$ cat config.mk
export PLATFORM = sky130hd
export DESIGN_NAME = regfile_sequencer_flat
export DESIGN_NICKNAME = d
export VERILOG_FILES = /design/src/rtl/regfile_sequencer_if.sv /design/src/rtl/regfile_sequencer.sv /design/src/flat_wrapper.sv
export SDC_FILE = /design/constraint.sdc
export NUM_CORES = 1
export LEC_CHECK = 0
export ABC_AREA = 1
export BUFFER_PORTS_ARGS = -buffer_cell sky130_fd_sc_hd__buf_2
export CAP_MARGIN = 10
export CORE_ASPECT_RATIO = 0.75
export CORE_MARGIN = 3
export CORE_UTILIZATION = 60
export CTS_BUF_LIST = sky130_fd_sc_hd__clkbuf_4 sky130_fd_sc_hd__clkbuf_8
export CTS_CLUSTER_SIZE = 30
export DETAILED_ROUTE_END_ITERATION = 7
export GPL_TIMING_DRIVEN = 1
export HOLD_SLACK_MARGIN = 0.05
export PLACE_DENSITY_LB_ADDON = 0.25
export SLEW_MARGIN = 10
export SYNTH_ARGS = -nofsm -noshare
export SYNTH_HDL_FRONTEND = slang
export SYNTH_SLANG_ARGS = --single-unit
$ cat constraint.sdc
create_clock -name clk_i -period 3.2 [get_ports clk_i]
set_clock_uncertainty 0.05 [all_clocks]
set_input_delay 0.48 -clock clk_i [delete_from_list [all_inputs] [get_ports clk_i]]
set_output_delay 0.48 -clock clk_i [all_outputs]
set_load 0.05 [all_outputs]
$ cat src/rtl/regfile_sequencer_if.sv
// rtl/regfile_sequencer_if.sv - instruction handshake and register-file port bundle
interface regfile_sequencer_if #(
  parameter int DATA_W = 16,
  parameter int ADDR_W = 4
);
  logic [15:0]       instr;
  logic              instr_valid;
  logic              instr_ready;
  logic [ADDR_W-1:0] raa;
  logic [ADDR_W-1:0] rab;
  logic              rea;
  logic              reb;
  logic [DATA_W-1:0] rda;
  logic [DATA_W-1:0] rdb;
  logic [ADDR_W-1:0] waa;
  logic [DATA_W-1:0] wda;
  logic              wea;
  logic [ADDR_W-1:0] wab;
  logic [DATA_W-1:0] wdb;
  logic              web;

  // master: the sequencer side (accepts instructions, drives the file)
  modport master (
    input  instr, instr_valid, rda, rdb,
    output instr_ready, raa, rab, rea, reb, waa, wda, wea, wab, wdb, web
  );

  modport slave (
    output instr, instr_valid, rda, rdb,
    input  instr_ready, raa, rab, rea, reb, waa, wda, wea, wab, wdb, web
  );
endinterface

$ cat src/rtl/regfile_sequencer.sv
// rtl/regfile_sequencer.sv - four-state instruction sequencer driving a dual-port register file
module regfile_sequencer #(
  parameter int DATA_W = 16,
  parameter int ADDR_W = 4
) (
  input  logic               clk_i,
  input  logic               rst_n_i,
  regfile_sequencer_if.master bus,
  output logic [DATA_W-1:0]  result_o,
  output logic               flag_z_o,
  output logic               flag_c_o,
  output logic               done_o,
  output logic               err_o
);

  typedef enum logic [1:0] {S_IDLE, S_READ, S_EXEC, S_WRITE} state_t;

  localparam logic [3:0] OP_ADD  = 4'd0;
  localparam logic [3:0] OP_SUB  = 4'd1;
  localparam logic [3:0] OP_AND  = 4'd2;
  localparam logic [3:0] OP_OR   = 4'd3;
  localparam logic [3:0] OP_XOR  = 4'd4;
  localparam logic [3:0] OP_NOT  = 4'd5;
  localparam logic [3:0] OP_SHL  = 4'd6;
  localparam logic [3:0] OP_SHR  = 4'd7;
  localparam logic [3:0] OP_LDI  = 4'd8;
  localparam logic [3:0] OP_SWAP = 4'd9;
  localparam logic [3:0] OP_MOV  = 4'd10;

  state_t            state_q, state_d;
  logic              started_q;
  logic [15:0]       instr_q, instr_d;
  logic [DATA_W-1:0] opa_q, opa_d;
  logic [DATA_W-1:0] opb_q, opb_d;
  logic [DATA_W-1:0] result_q, result_d;
  logic              z_q, z_d;
  logic              c_q, c_d;

  logic [3:0]        op;
  logic [ADDR_W-1:0] rd, rs, rt;
  logic [DATA_W:0]   sum;
  logic [DATA_W-1:0] alu_res;
  logic              alu_c;
  logic              alu_upd;

  assign op  = instr_q[15:12];
  assign rd  = instr_q[11:8];
  assign rs  = instr_q[7:4];
  assign rt  = instr_q[3:0];
  assign sum = {1'b0, opa_q} + {1'b0, opb_q};

  always_ff @(posedge clk_i or negedge rst_n_i) begin
    if (!rst_n_i) begin
      state_q   <= S_IDLE;
      started_q <= 1'b0;
      instr_q   <= '0;
      opa_q     <= '0;
      opb_q     <= '0;
      result_q  <= '0;
      z_q       <= 1'b0;
      c_q       <= 1'b0;
    end else begin
      state_q   <= state_d;
      started_q <= 1'b1;
      instr_q   <= instr_d;
      opa_q     <= opa_d;
      opb_q     <= opb_d;
      result_q  <= result_d;
      z_q       <= z_d;
      c_q       <= c_d;
    end
  end

  // SWAP and undefined opcodes leave RESULT and flags untouched
  always_comb begin
    alu_res = '0;
    alu_c   = 1'b0;
    alu_upd = 1'b1;
    case (op)
      OP_ADD:  {alu_c, alu_res} = sum;
      OP_SUB:  begin alu_res = opa_q - opb_q; alu_c = (opa_q < opb_q); end
      OP_AND:  alu_res = opa_q & opb_q;
      OP_OR:   alu_res = opa_q | opb_q;
      OP_XOR:  alu_res = opa_q ^ opb_q;
      OP_NOT:  alu_res = ~opa_q;
      OP_SHL:  alu_res = opa_q << opb_q[3:0];
      OP_SHR:  alu_res = opa_q >> opb_q[3:0];
      OP_LDI:  alu_res = DATA_W'(instr_q[7:0]);
      OP_MOV:  alu_res = opa_q;
      default: alu_upd = 1'b0;
    endcase
  end

  always_comb begin
    state_d         = state_q;
    instr_d         = instr_q;
    opa_d           = opa_q;
    opb_d           = opb_q;
    result_d        = result_q;
    z_d             = z_q;
    c_d             = c_q;
    bus.instr_ready = 1'b0;
    bus.raa         = '0;
    bus.rab         = '0;
    bus.rea         = 1'b0;
    bus.reb         = 1'b0;
    bus.waa         = '0;
    bus.wda         = '0;
    bus.wea         = 1'b0;
    bus.wab         = '0;
    bus.wdb         = '0;
    bus.web         = 1'b0;
    done_o          = 1'b0;
    err_o           = 1'b0;
    case (state_q)
      S_IDLE: begin
        bus.instr_ready = started_q;
        if (started_q && bus.instr_valid) begin
          instr_d = bus.instr;
          state_d = S_READ;
        end
      end
      S_READ: begin
        bus.raa = rs;
        bus.rab = rt;
        bus.rea = (op != OP_LDI);
        bus.reb = (op != OP_LDI);
        opa_d   = bus.rda;
        opb_d   = bus.rdb;
        state_d = S_EXEC;
      end
      S_EXEC: begin
        if (alu_upd) begin
          result_d = alu_res;
          z_d      = (alu_res == '0);
          c_d      = alu_c;
        end
        state_d = S_WRITE;
      end
      S_WRITE: begin
        done_o  = 1'b1;
        state_d = S_IDLE;
        if (op == OP_SWAP) begin
          bus.wea = 1'b1;
          bus.waa = rs;
          bus.wda = opb_q;
          bus.web = 1'b1;
          bus.wab = rt;
          bus.wdb = opa_q;
        end else if (op <= OP_MOV) begin
          bus.wea = 1'b1;
          bus.waa = rd;
          bus.wda = result_q;
        end else begin
          err_o = 1'b1;
        end
      end
      default: state_d = S_IDLE;
    endcase
  end

  assign result_o = result_q;
  assign flag_z_o = z_q;
  assign flag_c_o = c_q;

endmodule
$ cat src/flat_wrapper.sv
// flat-port wrapper written by rule: the top's interface ports become plain ports
module regfile_sequencer_flat 
#(
  parameter int DATA_W = 16,
  parameter int ADDR_W = 4
)
  (clk_i, rst_n_i, result_o, flag_z_o, flag_c_o, done_o, err_o, bus_instr, bus_instr_valid, bus_rda, bus_rdb, bus_instr_ready, bus_raa, bus_rab, bus_rea, bus_reb, bus_waa, bus_wda, bus_wea, bus_wab, bus_wdb, bus_web);
  regfile_sequencer_if #(.DATA_W(DATA_W), .ADDR_W(ADDR_W)) bus_i ();
  input  logic clk_i;
  input  logic rst_n_i;
  output logic [DATA_W-1:0] result_o;
  output logic flag_z_o;
  output logic flag_c_o;
  output logic done_o;
  output logic err_o;
  input wire logic [$bits(bus_i.instr)-1:0] bus_instr;
  input wire logic [$bits(bus_i.instr_valid)-1:0] bus_instr_valid;
  input wire logic [$bits(bus_i.rda)-1:0] bus_rda;
  input wire logic [$bits(bus_i.rdb)-1:0] bus_rdb;
  output wire logic [$bits(bus_i.instr_ready)-1:0] bus_instr_ready;
  output wire logic [$bits(bus_i.raa)-1:0] bus_raa;
  output wire logic [$bits(bus_i.rab)-1:0] bus_rab;
  output wire logic [$bits(bus_i.rea)-1:0] bus_rea;
  output wire logic [$bits(bus_i.reb)-1:0] bus_reb;
  output wire logic [$bits(bus_i.waa)-1:0] bus_waa;
  output wire logic [$bits(bus_i.wda)-1:0] bus_wda;
  output wire logic [$bits(bus_i.wea)-1:0] bus_wea;
  output wire logic [$bits(bus_i.wab)-1:0] bus_wab;
  output wire logic [$bits(bus_i.wdb)-1:0] bus_wdb;
  output wire logic [$bits(bus_i.web)-1:0] bus_web;
  assign bus_i.instr = bus_instr;
  assign bus_i.instr_valid = bus_instr_valid;
  assign bus_i.rda = bus_rda;
  assign bus_i.rdb = bus_rdb;
  assign bus_instr_ready = bus_i.instr_ready;
  assign bus_raa = bus_i.raa;
  assign bus_rab = bus_i.rab;
  assign bus_rea = bus_i.rea;
  assign bus_reb = bus_i.reb;
  assign bus_waa = bus_i.waa;
  assign bus_wda = bus_i.wda;
  assign bus_wea = bus_i.wea;
  assign bus_wab = bus_i.wab;
  assign bus_wdb = bus_i.wdb;
  assign bus_web = bus_i.web;
  regfile_sequencer #(.DATA_W(DATA_W), .ADDR_W(ADDR_W)) u_core (.clk_i(clk_i), .rst_n_i(rst_n_i), .bus(bus_i), .result_o(result_o), .flag_z_o(flag_z_o), .flag_c_o(flag_c_o), .done_o(done_o), .err_o(err_o));
endmodule
==> results of run 1 <==
## routing by layer
metal / vias up / share of wire [%] / global-route usage [%]
li1: 4223 / - / -
met4: 0 / 3.7 / 14.2
met2: 851 / 38 / 63.9
met5: - / 0 / 0
met1: 4301 / 39 / 64.5
met3: 124 / 19 / 21.9
## cell usage after synthesis, drive strengths merged
cell / count
nand2: 403
nand3: 186
nor2: 147
inv: 142
o21ai: 86
dfrtp: 69
ha: 55
a21oi: 43
buf: 30
clkbuf: 22
nand4: 12
nor3: 9
mux2: 8
o22ai: 8
o21bai: 6
nand3b: 5
a32o: 3
and2: 3
o211ai: 3
or2: 3
a31oi: 2
clkinv: 2
fa: 2
conb: 1
o221ai: 1
o31ai: 1
## cells by family after synthesis
logic type	synth area share [%]
muxes	1.22
adders and majority gates	9.83
buffers and inverters	10.8
other	0.0506
DFF	23.3
and+or+nand+nor	43.7
AOI/OAI and AO/OA	11.1
## cell usage in the layout (no fill, tap or decap), types with 6 or more instances in the layout
cell | netlist | routed
nand2_1 | 401 | 401
nand3_1 | 185 | 185
nor2_1 | 141 | 139
inv_1 | 135 | 135
buf_2 | 23 | 122
o21ai_0 | 81 | 76
dfrtp_1 | 69 | 67
ha_1 | 55 | 54
a21oi_1 | 43 | 43
buf_4 | 3 | 29
nand4_1 | 12 | 12
clkbuf_8 | 0 | 9
mux2_2 | 8 | 8
nor3_1 | 7 | 7
inv_2 | 7 | 6
nor2_2 | 5 | 6
o21bai_1 | 6 | 6
o21ai_2 | 0 | 6
## worst max-delay path, stage by stage, from the launching register on
cell,delay (ps)
dfrtp_2,560
buf_4,320
inv_2,280
nand2_1,320
nand3_1,140
nand3_1,100
nand2_1,100
nand2_1,90
nand3_1,70
nor2_1,430
nand2_1,130
nor2_1,130
nand2_1,90
nor2_1,100
nand3_1,80
nand2_1,60
## sequential cells by signal, indices dropped and copies added (netlist names)
signal,cells
u_core.opb_q,16
u_core.result_o,16
u_core.instr_q,16
u_core.started_q,1
u_core.state_q,2
u_core.flag_c_o,1
u_core.opa_q,16
u_core.flag_z_o,1
## worst paths after layout
check	start	endpoint	slack, ps	depth (start not counted)
worst min-delay path	rst_n_i	u_core.instr_q[9]	50	1
max in group asynchronous	rst_n_i	u_core.opb_q[0]	2260	2
worst max register to register	u_core.opb_q[0]	u_core.flag_z_o	70	15
worst min register to register	u_core.instr_q[8]	u_core.instr_q[8]	460	1
min in group clk_i	bus_rda[3]	u_core.opa_q[3]	280	3
worst max-delay path	u_core.opb_q[0]	u_core.flag_z_o	70	15
## through the flow
stage | cell area, µm² | util, %
floorplan | 7450 | -
global placement | 8230 | 69.6
detailed placement | 8230 | 69.6
CTS | 8440 | 71.4
global route | 8460 | 71.5
finish | 8460 | 71.5
## area by class of cell
class	instances	area, µm²
multi-input combinational	987	4930
fill	1039	3370
tap	162	203
clock inverter	6	88.8
timing repair buffer	152	836
inverter	144	543
clock buffer	9	124
sequential	69	1730
==> results.md, run 1 <==
* Grt total ovfl at 0
* CP Launch Type: flip-flop
* Period minus WS final at 3130 ps
* Hold crit path type: in2async
* TritonCTS Buffers at 9
* YS warnings at 0
* Clock latency on the worst-skew pair at around 360 ps
* Worst relative slew slack at 46.3%
* Number of global-route vias before repair at 8,614
* Max_cap viols at 0
* Post-Syn Area per Cell at between 5 and 6 µm²
* Fin crit share at a little over nine tenths
* CTS tree: built
* Die span in y at 102 µm
* Syn_nets at about 1,400
* Final GP Congestion at about 1.1
* Setup_tns at 0 ps
* # Post-CTS Setup Buffers at 0
* Mapped Cells at ~1,300
* Register area share after synthesis at 23.3%
* Vias at ~9,500
* Core area at around 12,000 µm²
* Clk buf depth at 2
* CTS root buffer: clkbuf_8
* Final Net Count at 1,471
* DPL Wire Length at around 25,000 µm
* Initial core utilization at 62.6%
* Worst Path Required at 3450 ps
* Share of the synthesized area in the top cell type at a little under a quarter
* Slew Limit Fails at 0
* Share of cells above drive strength 1 at 15.4%
* Die area at 13,700 µm²
* Drt pass-1 iters at 7
* Largest area contributor in the netlist: dfrtp_1
* Pin count of the biggest net entering global routing at 53
* Tightest Pin Transition at ~800 ps
* Vias per cell at around 6.2
* WHS at 49.7 ps
* Yosys cell types at 37
* CTS Sinks at 69
* Fin worst setup slack at 65.5 ps
* Remaining antenna violation count at 0
* GRT Resource Usage Total at ~46%
* Final hold viol count at 0
* Kind of critical path: reg2reg
* Synthesis-to-finish area growth at 14.2%
* First-pass GRT wire length at between 40,000 and 50,000 µm
* Post-CTS sizing at 0
* DIE WIDTH at around 130 µm
* FF+latch count, synth at 69
* Ant diodes at 0
* Port Buffer Count at about 120
* DR WL/cell at 21.0 µm
* Number of H-tree levels at 3
* Syn Std Cell Area at 7400 µm²
* Max Clk Rate at roughly 0.32 GHz
* I/O pins at around 120
* Fin cells at 1,529
* Crit. End Element: flip-flop
* CP Max Fanout at 20
* Initial antenna violation count at 0
* Hold buffers post-CTS at 0
* Dpl ws at ~230 ps
* Clk slew on worst S/H paths at roughly 90 ps
* DRC errors left at 0
* Synth area leaders: dfrtp_1 23%, nand2_1 20%, nand3_1 13%
* Core Rows at 34
* Endpoints failing setup at 0
* 1st-iter DRT viols at 1,759
* WP data arrival at approximately 3400 ps
* Status: finished, final reports clean
* Final wirelength at approximately 32,000 µm
* Placed Instances at around 1,500
Power of run 1 is left out: the tool's default activity adds up to more than one toggle a clock period on the data nets, which glitch-free logic cannot reach.
==> inputs of run 2 (changes only) <==
--- a/config.mk
+++ b/config.mk
@@ -8,7 +8,7 @@
 export ABC_AREA = 1
 export BUFFER_PORTS_ARGS = -buffer_cell sky130_fd_sc_hd__buf_2
 export CAP_MARGIN = 10
-export CORE_ASPECT_RATIO = 0.75
+export CORE_ASPECT_RATIO = 0.9
 export CORE_MARGIN = 3
 export CORE_UTILIZATION = 60
 export CTS_BUF_LIST = sky130_fd_sc_hd__clkbuf_4 sky130_fd_sc_hd__clkbuf_8
==> run 2 against run 1 <==
Global-route usage shrank 2.6 points. Maximum frequency grew 1.1%. Critical path depth shrank 6. Register-to-register slack gained 180 ps. Critical endpoint is now bus_wda[4].
==> results.md, run 2 (synthesized netlist as in run 1, its figures left out) <==
* Status: finished, final reports clean
* Hold buffers post-CTS at 0
* Number of global-route vias before repair at 8,424
* Crit. End Element: output pin
* Hold crit path type: in2async
* Worst Setup SP: u_core.instr_q[14]
* Static Leakage at 4.65 nW
* Grt total ovfl at 0
* Vias at 9,049
* Pin count of the biggest net entering global routing at 70
* Worst Path Required at between 2000 and 3000 ps
* GRT Resource Usage Total at 43.8%
* Clk slew on worst S/H paths at 100 ps
* Final GP Congestion at 1.11
* CTS root buffer: clkbuf_8
* Port Buffer Count at 123
* Power density over the cells at about 1300 nW/µm²
* Share of cells above drive strength 1 at ~15%
* Vias per cell at around 6.0
* Synthesis-to-finish area growth at 13.6%
* Endpoints failing setup at 0
* Initial antenna violation count at 1
* Max Clk Rate at ~0.32 GHz
* Final hold viol count at 0
* Fin crit share at between 90% and 100%
* Core Rows at 37
* RSZ-0062 raised after global routing: no
* CP Launch Type: flip-flop
* Finished Cell Area at around 8400 µm²
* Clock latency on the worst-skew pair at between 300 and 400 ps
* DR WL/cell at between 15 and 20 µm
* Setup slack, reg-to-reg at approximately 250 ps
* CTS tree: built
* WHS at 236 ps
* DIE WIDTH at 123 µm
* Most frequent cells in the layout: 401 x nand2_1, 185 x nand3_1, 141 x nor2_1
* 1st-iter DRT viols at 1,256
* DPL Wire Length at 23,000 µm
* Number of H-tree levels at 3
* Worst r2r src: u_core.opb_q[0]
* CP Max Fanout at 26
* Slew Limit Fails at 0
* Area after DPL at 8180 µm²
* CP peak stage delay at 470 ps
* Delay-heaviest family, CP: buffers and inverters
* DRC errors left at 0
* I/O pins at 124
* Worst relative slew slack at between 30 and 40%
* TritonCTS Buffers at 9
* Core area at around 12,000 µm²
* Most common cell after layout, fill and taps aside: nand2_1
* Final wirelength at roughly 30,000 µm
* Period minus WS final at 3100 ps
* Max_cap viols at 0
* Die span in y at 111 µm
* Worst path bufs/invs at 5
* Drt pass-1 iters at 6
* Final Net Count at 1,464
* Kind of critical path: reg2out
* Remaining antenna violation count at 0
* Ant diodes at 0
* Crit path max-delay cell type: dfrtp_1
* CP Cell Sequence: inv_2 > nand2_1 > nor2_1 > inv_2 > nor2_4 > clkinv_2 > buf_12 > o21ai_0 > buf_2
* WP data arrival at around 2600 ps
* CTS Sinks at 69
* Die area at 13,700 µm²
* Worst IR Drop VDD at around 0.0008 V
* Top cell by count, worst path: inv_2
* Tightest Pin Transition at between 900 and 1000 ps
* Initial core utilization at 63.0%
* Clk buf depth at 2
* First-pass GRT wire length at 46,000 µm
[run 2: worst register-to-register path, cell delays in order (launching register included)]
cell and delay (ps):
dfrtp_1 610, ha_1 350, inv_1 80, fa_1 380, inv_1 90, nand3_1 110
nand2_1 140, nand3_1 120, nand3_1 90, nand2_1 50, nand3_1 80, nand2_1 70
nor2_1 310, nand2_1 90, nor2_1 120, nand3_1 90, nand2_1 60
[run 2: area by class of cell]
| class | count | area (µm²) |
|---|---|---|
| fillers | 1015 | 3350 |
| flip-flops and latches | 69 | 1730 |
| clock buffers | 9 | 124 |
| well taps | 156 | 195 |
| repair buffers | 145 | 793 |
| multi-input cells | 987 | 4930 |
| clock inverters | 7 | 103 |
| inverters | 144 | 542 |
[run 2: path summary, 6_finish.rpt]
check,to,cells past startpoint
max,bus_wda[4],9
min,u_core.opb_q[12],2
max reg2reg,u_core.flag_z_o,16
min reg2reg,u_core.flag_z_o,2
max in group asynchronous,u_core.instr_q[2],2
min in group clk_i,u_core.opb_q[15],3
[run 2: metal layers]
metal / part of all wire, % / wire length, µm / vias to the layer above / GRT usage, %
met5: 0.044 / 13 / - / 0
met4: 6.8 / 2040 / 2 / 26.9
met3: 13 / 3980 / 132 / 11.6
met2: 42 / 12400 / 701 / 62.8
met1: 38 / 11300 / 3992 / 58.4
li1: - / - / 4222 / -
[run 2: report_power, final]
part           switching (mW)  internal [mW]  leakage [nW]  total, mW
registers               0.528           1.27         0.846       1.80
clock network           0.439          0.450         0.111      0.889
logic                    5.81           2.21          3.69       8.02
[run 2: timing repair]
action / in CTS / in global routing
setup buffers: 0 / 0
setup endpoints to repair: 1 / 0
resized for setup: 1 / 0
[run 2: through the flow]
stage                     instances  setup WS (ps)  TNS (ps)  util (%)  power [mW]
after floorplan                1252           -108      -685         -        7.26
after global placement         1501            429         0      69.6        9.36
after detailed placement       1501            404         0      69.6        9.46
after CTS                      1517            193         0      71.5        10.4
after global routing           1517          0.451         0      71.5        11.5
final                          1517           98.9         0      71.5        10.7
(Power assumes the default switching activity.)
